### config.mk
export PLATFORM = sky130hd
export DESIGN_NAME = decode_stage_p
export DESIGN_NICKNAME = d
export VERILOG_FILES = /design/src/rtl/decode_pkg.sv /design/src/rtl/reg_file_p.sv /design/src/rtl/decode_stage_p.sv
export SDC_FILE = /design/constraint.sdc
export NUM_CORES = 1
export LEC_CHECK = 0
export ABC_AREA = 1
export CAP_MARGIN = 25
export CORE_ASPECT_RATIO = 0.7
export CORE_MARGIN = 5
export CORE_UTILIZATION = 35
export DETAILED_ROUTE_END_ITERATION = 12
export SYNTH_ARGS = -nofsm -noshare
export SYNTH_HDL_FRONTEND = slang
export SYNTH_SLANG_ARGS = --single-unit
### constraint.sdc
create_clock -name clk -period 3.2 [get_ports clk]
set_input_delay 0.32 -clock clk [delete_from_list [all_inputs] [get_ports clk]]
set_output_delay 0.32 -clock clk [all_outputs]
set_load 0.02 [all_outputs]
### src/rtl/decode_pkg.sv
`default_nettype none
// ============================================================================
// Module      : decode_pkg
// Description : Shared types and default widths for the decode stage.
//               br_mode_e   - branch compare mode encoding
//               dec_out_t   - output slot layout at the default widths
//               DEF_*       - default parameter values for decode_stage_p
// Revision    : 1.0 - initial release
// ============================================================================
package decode_pkg;

  localparam int DEF_DATA_W   = 32;
  localparam int DEF_NUM_REGS = 16;
  localparam int DEF_IMM_W    = 19;
  localparam int DEF_BR_SHIFT = 2;
  localparam int DEF_AW       = $clog2(DEF_NUM_REGS);

  typedef enum logic [1:0] {
    BR_EQZ = 2'b00,
    BR_NEZ = 2'b01,
    BR_LTZ = 2'b10,
    BR_EQ  = 2'b11
  } br_mode_e;

  // Slot contents as seen by execute in the default configuration.
  typedef struct packed {
    logic [DEF_DATA_W-1:0] data1;
    logic [DEF_DATA_W-1:0] data2;
    logic [DEF_DATA_W-1:0] imm_ext;
    logic [DEF_DATA_W-1:0] branch_dir;
    logic [DEF_AW-1:0]     dst;
    logic                  is_load;
    logic                  pc_select;
  } dec_out_t;

endpackage
`default_nettype wire

### src/rtl/reg_file_p.sv
`default_nettype none
// ============================================================================
// Module      : reg_file_p
// Description : Parametrised 2-read / 1-write register file, synchronous
//               reset to zero, combinational reads.
//               Macro DECO_WB_BYPASS_EN: when defined, a read of the address
//               being written this cycle returns the write data.
// Ports       : clk, rst            - clock, sync active-high reset
//               we_i/waddr_i/wdata_i - write port
//               raddr_a_i/rdata_a_o  - read port A
//               raddr_b_i/rdata_b_o  - read port B
// Revision    : 1.0 - initial release
// ============================================================================
module reg_file_p #(
  parameter int DATA_W   = 32,
  parameter int NUM_REGS = 16,
  localparam int AW      = $clog2(NUM_REGS)
) (
  input  logic              clk,
  input  logic              rst,
  input  logic              we_i,
  input  logic [AW-1:0]     waddr_i,
  input  logic [DATA_W-1:0] wdata_i,
  input  logic [AW-1:0]     raddr_a_i,
  input  logic [AW-1:0]     raddr_b_i,
  output logic [DATA_W-1:0] rdata_a_o,
  output logic [DATA_W-1:0] rdata_b_o
);

  logic [DATA_W-1:0] regs_q [NUM_REGS];

  always_ff @(posedge clk) begin
    if (rst) begin
      for (int i = 0; i < NUM_REGS; i++) begin
        regs_q[i] <= '0;
      end
    end else if (we_i) begin
      regs_q[waddr_i] <= wdata_i;
    end
  end

`ifdef DECO_WB_BYPASS_EN
  assign rdata_a_o = (we_i && (waddr_i == raddr_a_i)) ? wdata_i : regs_q[raddr_a_i];
  assign rdata_b_o = (we_i && (waddr_i == raddr_b_i)) ? wdata_i : regs_q[raddr_b_i];
`else
  assign rdata_a_o = regs_q[raddr_a_i];
  assign rdata_b_o = regs_q[raddr_b_i];
`endif

endmodule
`default_nettype wire

### src/rtl/decode_stage_p.sv
`default_nettype none
// ============================================================================
// Module      : decode_stage_p
// Description : Decode stage: register file read, immediate sign-extension,
//               branch offset shift, destination select, branch compare and
//               a load scoreboard that stalls on load-use hazards. Results
//               land in a valid/ready output slot one cycle after accept.
//               Macro DECO_WB_BYPASS_EN: when defined, writeback data is
//               forwarded to same-cycle reads and a pending bit being cleared
//               this cycle no longer stalls (load-use penalty one cycle less).
// Ports       : clk, rst                      - clock, sync active-high reset
//               in_valid/in_ready             - fetch handshake
//               ra, rb, rd, dst_sel, imm,
//               branch, br_mode, is_load      - instruction fields
//               flush                         - kill slot, block capture
//               wb_en/wb_addr/wb_data         - writeback port
//               out_valid/out_ready           - execute handshake
//               out_data1/2, out_imm_ext,
//               out_branch_dir, out_pc_select,
//               out_dst, out_is_load          - slot contents
// Revision    : 1.0 - initial release
// ============================================================================
module decode_stage_p
  import decode_pkg::*;
#(
  parameter int DATA_W   = DEF_DATA_W,
  parameter int NUM_REGS = DEF_NUM_REGS,
  parameter int IMM_W    = DEF_IMM_W,
  parameter int BR_SHIFT = DEF_BR_SHIFT,
  localparam int AW      = $clog2(NUM_REGS)
) (
  input  logic              clk,
  input  logic              rst,
  input  logic              in_valid,
  output logic              in_ready,
  input  logic [AW-1:0]     ra,
  input  logic [AW-1:0]     rb,
  input  logic [AW-1:0]     rd,
  input  logic              dst_sel,
  input  logic [IMM_W-1:0]  imm,
  input  logic              branch,
  input  logic [1:0]        br_mode,
  input  logic              is_load,
  input  logic              flush,
  input  logic              wb_en,
  input  logic [AW-1:0]     wb_addr,
  input  logic [DATA_W-1:0] wb_data,
  output logic              out_valid,
  input  logic              out_ready,
  output logic [DATA_W-1:0] out_data1,
  output logic [DATA_W-1:0] out_data2,
  output logic [DATA_W-1:0] out_imm_ext,
  output logic [DATA_W-1:0] out_branch_dir,
  output logic              out_pc_select,
  output logic [AW-1:0]     out_dst,
  output logic              out_is_load
);

  // Same field order as dec_out_t, sized by this instance's parameters.
  typedef struct packed {
    logic [DATA_W-1:0] data1;
    logic [DATA_W-1:0] data2;
    logic [DATA_W-1:0] imm_ext;
    logic [DATA_W-1:0] branch_dir;
    logic [AW-1:0]     dst;
    logic              is_load;
    logic              pc_select;
  } slot_t;

  slot_t                slot_q, slot_d;
  logic                 valid_q, valid_d;
  logic [NUM_REGS-1:0]  pending_q, pending_d;

  logic [DATA_W-1:0]    rdata_a, rdata_b;
  logic [DATA_W-1:0]    imm_ext;
  logic [AW-1:0]        dst;
  logic                 cmp;
  logic                 hazard;
  logic                 accept;
  logic [NUM_REGS-1:0]  wb_clr, flush_clr, set_mask, pend_eff;

  reg_file_p #(
    .DATA_W   (DATA_W),
    .NUM_REGS (NUM_REGS)
  ) u_reg_file (
    .clk       (clk),
    .rst       (rst),
    .we_i      (wb_en),
    .waddr_i   (wb_addr),
    .wdata_i   (wb_data),
    .raddr_a_i (ra),
    .raddr_b_i (rb),
    .rdata_a_o (rdata_a),
    .rdata_b_o (rdata_b)
  );

  assign dst     = dst_sel ? rb : rd;
  assign imm_ext = {{(DATA_W-IMM_W){imm[IMM_W-1]}}, imm};

  always_comb begin
    cmp = 1'b0;
    case (br_mode_e'(br_mode))
      BR_EQZ:  cmp = (rdata_a == '0);
      BR_NEZ:  cmp = (rdata_a != '0);
      BR_LTZ:  cmp = rdata_a[DATA_W-1];
      BR_EQ:   cmp = (rdata_a == rdata_b);
      default: cmp = 1'b0;
    endcase
  end

  // One-hot masks for the scoreboard. A flushed load never wrote back, so
  // its destination must be released here or readers would stall forever.
  always_comb begin
    wb_clr    = '0;
    flush_clr = '0;
    set_mask  = '0;
    for (int i = 0; i < NUM_REGS; i++) begin
      wb_clr[i]    = wb_en && (wb_addr == AW'(i));
      flush_clr[i] = flush && valid_q && slot_q.is_load && (slot_q.dst == AW'(i));
      set_mask[i]  = accept && is_load && (dst == AW'(i));
    end
  end

`ifdef DECO_WB_BYPASS_EN
  assign pend_eff = pending_q & ~wb_clr;
`else
  assign pend_eff = pending_q;
`endif

  assign hazard   = in_valid && (pend_eff[ra] || pend_eff[rb] || pend_eff[dst]);
  assign in_ready = !hazard && !flush && (!valid_q || out_ready);
  assign accept   = in_valid && in_ready;

  // Set is applied after the clears so a same-cycle set wins.
  assign pending_d = (pending_q & ~wb_clr & ~flush_clr) | set_mask;

  always_comb begin
    slot_d  = slot_q;
    valid_d = valid_q;
    if (flush) begin
      valid_d = 1'b0;
    end else if (accept) begin
      valid_d            = 1'b1;
      slot_d.data1       = rdata_a;
      slot_d.data2       = rdata_b;
      slot_d.imm_ext     = imm_ext;
      slot_d.branch_dir  = imm_ext << BR_SHIFT;
      slot_d.dst         = dst;
      slot_d.is_load     = is_load;
      slot_d.pc_select   = branch && cmp;
    end else if (out_ready) begin
      valid_d = 1'b0;
    end
  end

  always_ff @(posedge clk) begin
    if (rst) begin
      valid_q   <= 1'b0;
      slot_q    <= '0;
      pending_q <= '0;
    end else begin
      valid_q   <= valid_d;
      slot_q    <= slot_d;
      pending_q <= pending_d;
    end
  end

  assign out_valid      = valid_q;
  assign out_data1      = slot_q.data1;
  assign out_data2      = slot_q.data2;
  assign out_imm_ext    = slot_q.imm_ext;
  assign out_branch_dir = slot_q.branch_dir;
  assign out_pc_select  = slot_q.pc_select;
  assign out_dst        = slot_q.dst;
  assign out_is_load    = slot_q.is_load;

endmodule
`default_nettype wire

==> results.toml <==
[drt]
wl_met2_um = 52500
wl_um = 132000
drc = 0
via_per_inst = 5.56
route.layer.met1.wl_um = 55000
top_layer = "met4"
antenna_left = 0
dr_wl_met3_um = 20500
first_iter_violations = 4102
vias = 30926
drt_pass1_iterations = 6
avgRoutedWirePerCell_um = 23.7

[finish]
stdcell_area_um2 = 39600
final_nets = 4333
n_antenna_cell = 0
final_cells = 5564
postLayoutCoreUtil_pct = 41.1
drive_gt1_share_pct = 7.62
area_growth_pct = 16.2

[worst_setup_path]
reg2reg_to = "out_pc_select"
worstSetupPathType = "flip-flop to output port"
cpMaxStageDelayCell = "dfxtp_1"
path_cells = "inv_1 -> a21oi_1 -> o21ai_1 -> o21ai_0 -> o211ai_1 -> nand4_1 -> o21ai_1 -> nand2_1 -> nor2_2 -> dlymetal6s2s_1"
reg2reg_depth = 13
crit_path_max_fanout = 3
crit_path_max_incr_delay_ns = 0.34
cp.arrival_ns = 2.38
cpMostUsedCell = "o21ai_1"
crit_path_end = "in_ready"
endpoint_kind = "output port"
r2r-start = "u_reg_file.regs_q[4][13]"
critPathRequiredTime_ns = 2.88
r2r_slack_ns = 0.63
setup.worst_path.start = "pend_eff[1]"
worst_setup_path_start_kind = "flip-flop"

[hold_path]
min-delay-start = "rb[1]"
hold_path_class = "input pin to flip-flop"

[clock_tree]
cts_buffers = 66
clkTransAtPathRegs_ns = 0.06
post_cts_buffers = 0
cts_root_buf = "clkbuf_16"
clock_latency_ns = 0.64
tritoncts = "built"
cts.sinks = 618
max-clock-path-buffers = 3
htreeDepth = 3

[yosys]
async_reset_ff_share_pct = 0
yosysTopAreaCellShare_pct = 45.1
ys_types = 31
synth-seq-cells = 618
ys_top_cells_by_count = "nand2_1 (943), nor2_1 (616), nand3_1 (575), edfxtp_1 (512), inv_1 (431)"
synth-edff-count = 512
netlist_area_um2 = 34100
synth_top_area_cell = "edfxtp_1"
synth_cells = 4212
synth_most_common_cell = "nand2_1"
yosys_warnings = 0
synth_area_leaders = "edfxtp_1 (45%), nand2_1 (10%), nand3_1 (8.4%)"
synth_area_per_cell_um2 = 8.09
ys.flop_type = "edfxtp_1"
ys_seq_area_share_pct = 51.3

[power_and_ir_drop]
p_int_mw = 14.6
leakagePower_nw = 16.1
pwr-share-comb_pct = 16.4
ir_drop_v = 0.000321
power.net_switching_mw = 5.87
seq_power_share_pct = 45.6
power_mw = 20.5
switching_share_pct = 28.6
pwr-share-clk_pct = 37.9
powerDensity_nw_per_um2 = 518

[timing]
finalCriticalPeriod_ns = 2.70
final-hold-violation-count = 0
period_share_pct = 84.5
setup_ws_ns = 0.495
maxSlewHeadroom_pct = 43.2
worst_pin_slew_ns = 0.850
rsz0062_at_grt = "false"
skew_ns = 0.0274
maxSlewViolCount = 0
setup_viol = 0
finalSetupTns_ns = 0
clock.fmax_ghz = 0.370
whs_ns = 0.247

[placed_design]
dp_slack_ns = 0.116
placed_area_um2 = 37500
gp_congestion = 0.913
io_buffers = 211
hpwl_um = 79200
dp_cells = 5448

[global_routing]
grt_max_degree = 84
grt_pass1_wl_um = 189000
track_usage_pct = 24.4
grt_antenna_before_repair = 0
grt_overflow = 0
grt_pass1_vias = 27937

[outcome]
outcome = "finished clean"

[floorplan]
fp-row-count = 95
die_w_um = 383
core_area_um2 = 96300
io_pins = 214
initial_core_util_pct = 35.4
die_h_um = 271
die-area_um2 = 104000

[flow_run]
drv_cap = 0
## cells by family after synthesis
logic type | synth area share (%)
xor gates and xnor gates | 0.206
and+or+nand+nor | 26.6
buffers and inverters | 11.1
AOI/OAI and AO/OA | 10.7
DFF | 51.3
other | 0.0110
## power groups by stage
stage,Combinational (mW),Clock (mW),Sequential (mW)
after floorplan,1.86,0,9.58
after detailed placement,3.26,0,9.53
final,3.37,7.78,9.37
after global routing,3.59,8.18,9.41
after CTS,3.27,7.87,9.36
after global placement,3.23,0,9.52
## per-layer routing
layer / up-vias / global-route usage, %
met4: 0 / 7.03
met1: 14592 / 35.3
met5: - / 0
met2: 2044 / 33.8
met3: 268 / 9.28
li1: 14022 / -
## layout by cell type (no fill, tap or decap), types with 4 or more instances in the layout
cell	n
o21ai_1	27
a21oi_1	146
inv_4	4
clkbuf_8	5
clkinv_1	11
or2_2	20
nand3_1	575
buf_12	55
inv_1	427
nand2_1	913
o211ai_1	312
clkdlybuf4s50_1	201
nor2_1	616
or2_1	13
dfxtp_1	106
buf_4	86
clkinv_2	9
clkbuf_16	72
nor2_2	4
xnor2_1	8
edfxtp_1	512
inv_2	24
o21ai_0	76
clkbuf_1	13
nand2_2	30
nand4_1	9
## repair_timing
action                                 CTS  global route
hold buffers                             0             0
setup endpoints to repair                0             1
endpoints found under the hold margin    0             0
resized for setup                        0             1
## critical path: cells and delay by family (launching register included)
kind | cells | cell delay, ns
compound gates | 5 | 0.67
buf+inv | 2 | 0.39
flops | 1 | 0.34
simple gates | 3 | 0.37
## how the worst min path moves through the flow
stage | to | slack (ns) | depth (start not counted)
after floorplan | out_branch_dir[20] | 0.46 | 2
after global placement | out_data2[21] | 0.46 | 2
after detailed placement | out_data2[27] | 0.45 | 2
after CTS | out_dst[1] | 0.21 | 5
after global routing | out_dst[1] | 0.25 | 5
final | out_dst[1] | 0.25 | 5
## registers in the layout (all words and copies together), names as in the netlist
register           cells
out_data1             32
u_reg_file.regs_q    512
out_is_load            1
out_branch_dir        19
out_dst                4
out_valid              1
pend_eff              16
out_data2             32
out_pc_select          1
## final cells by class
type,count,area (µm²)
fillers,9530,56700
clock buffers,91,1920
clock inverters,25,195
repair buffers,349,3830
multi-input cells,2765,12900
inverters,455,1720
flip-flops and latches,618,17500
well taps,1261,1580
Note: power is estimated with default switching activity, not from simulation.
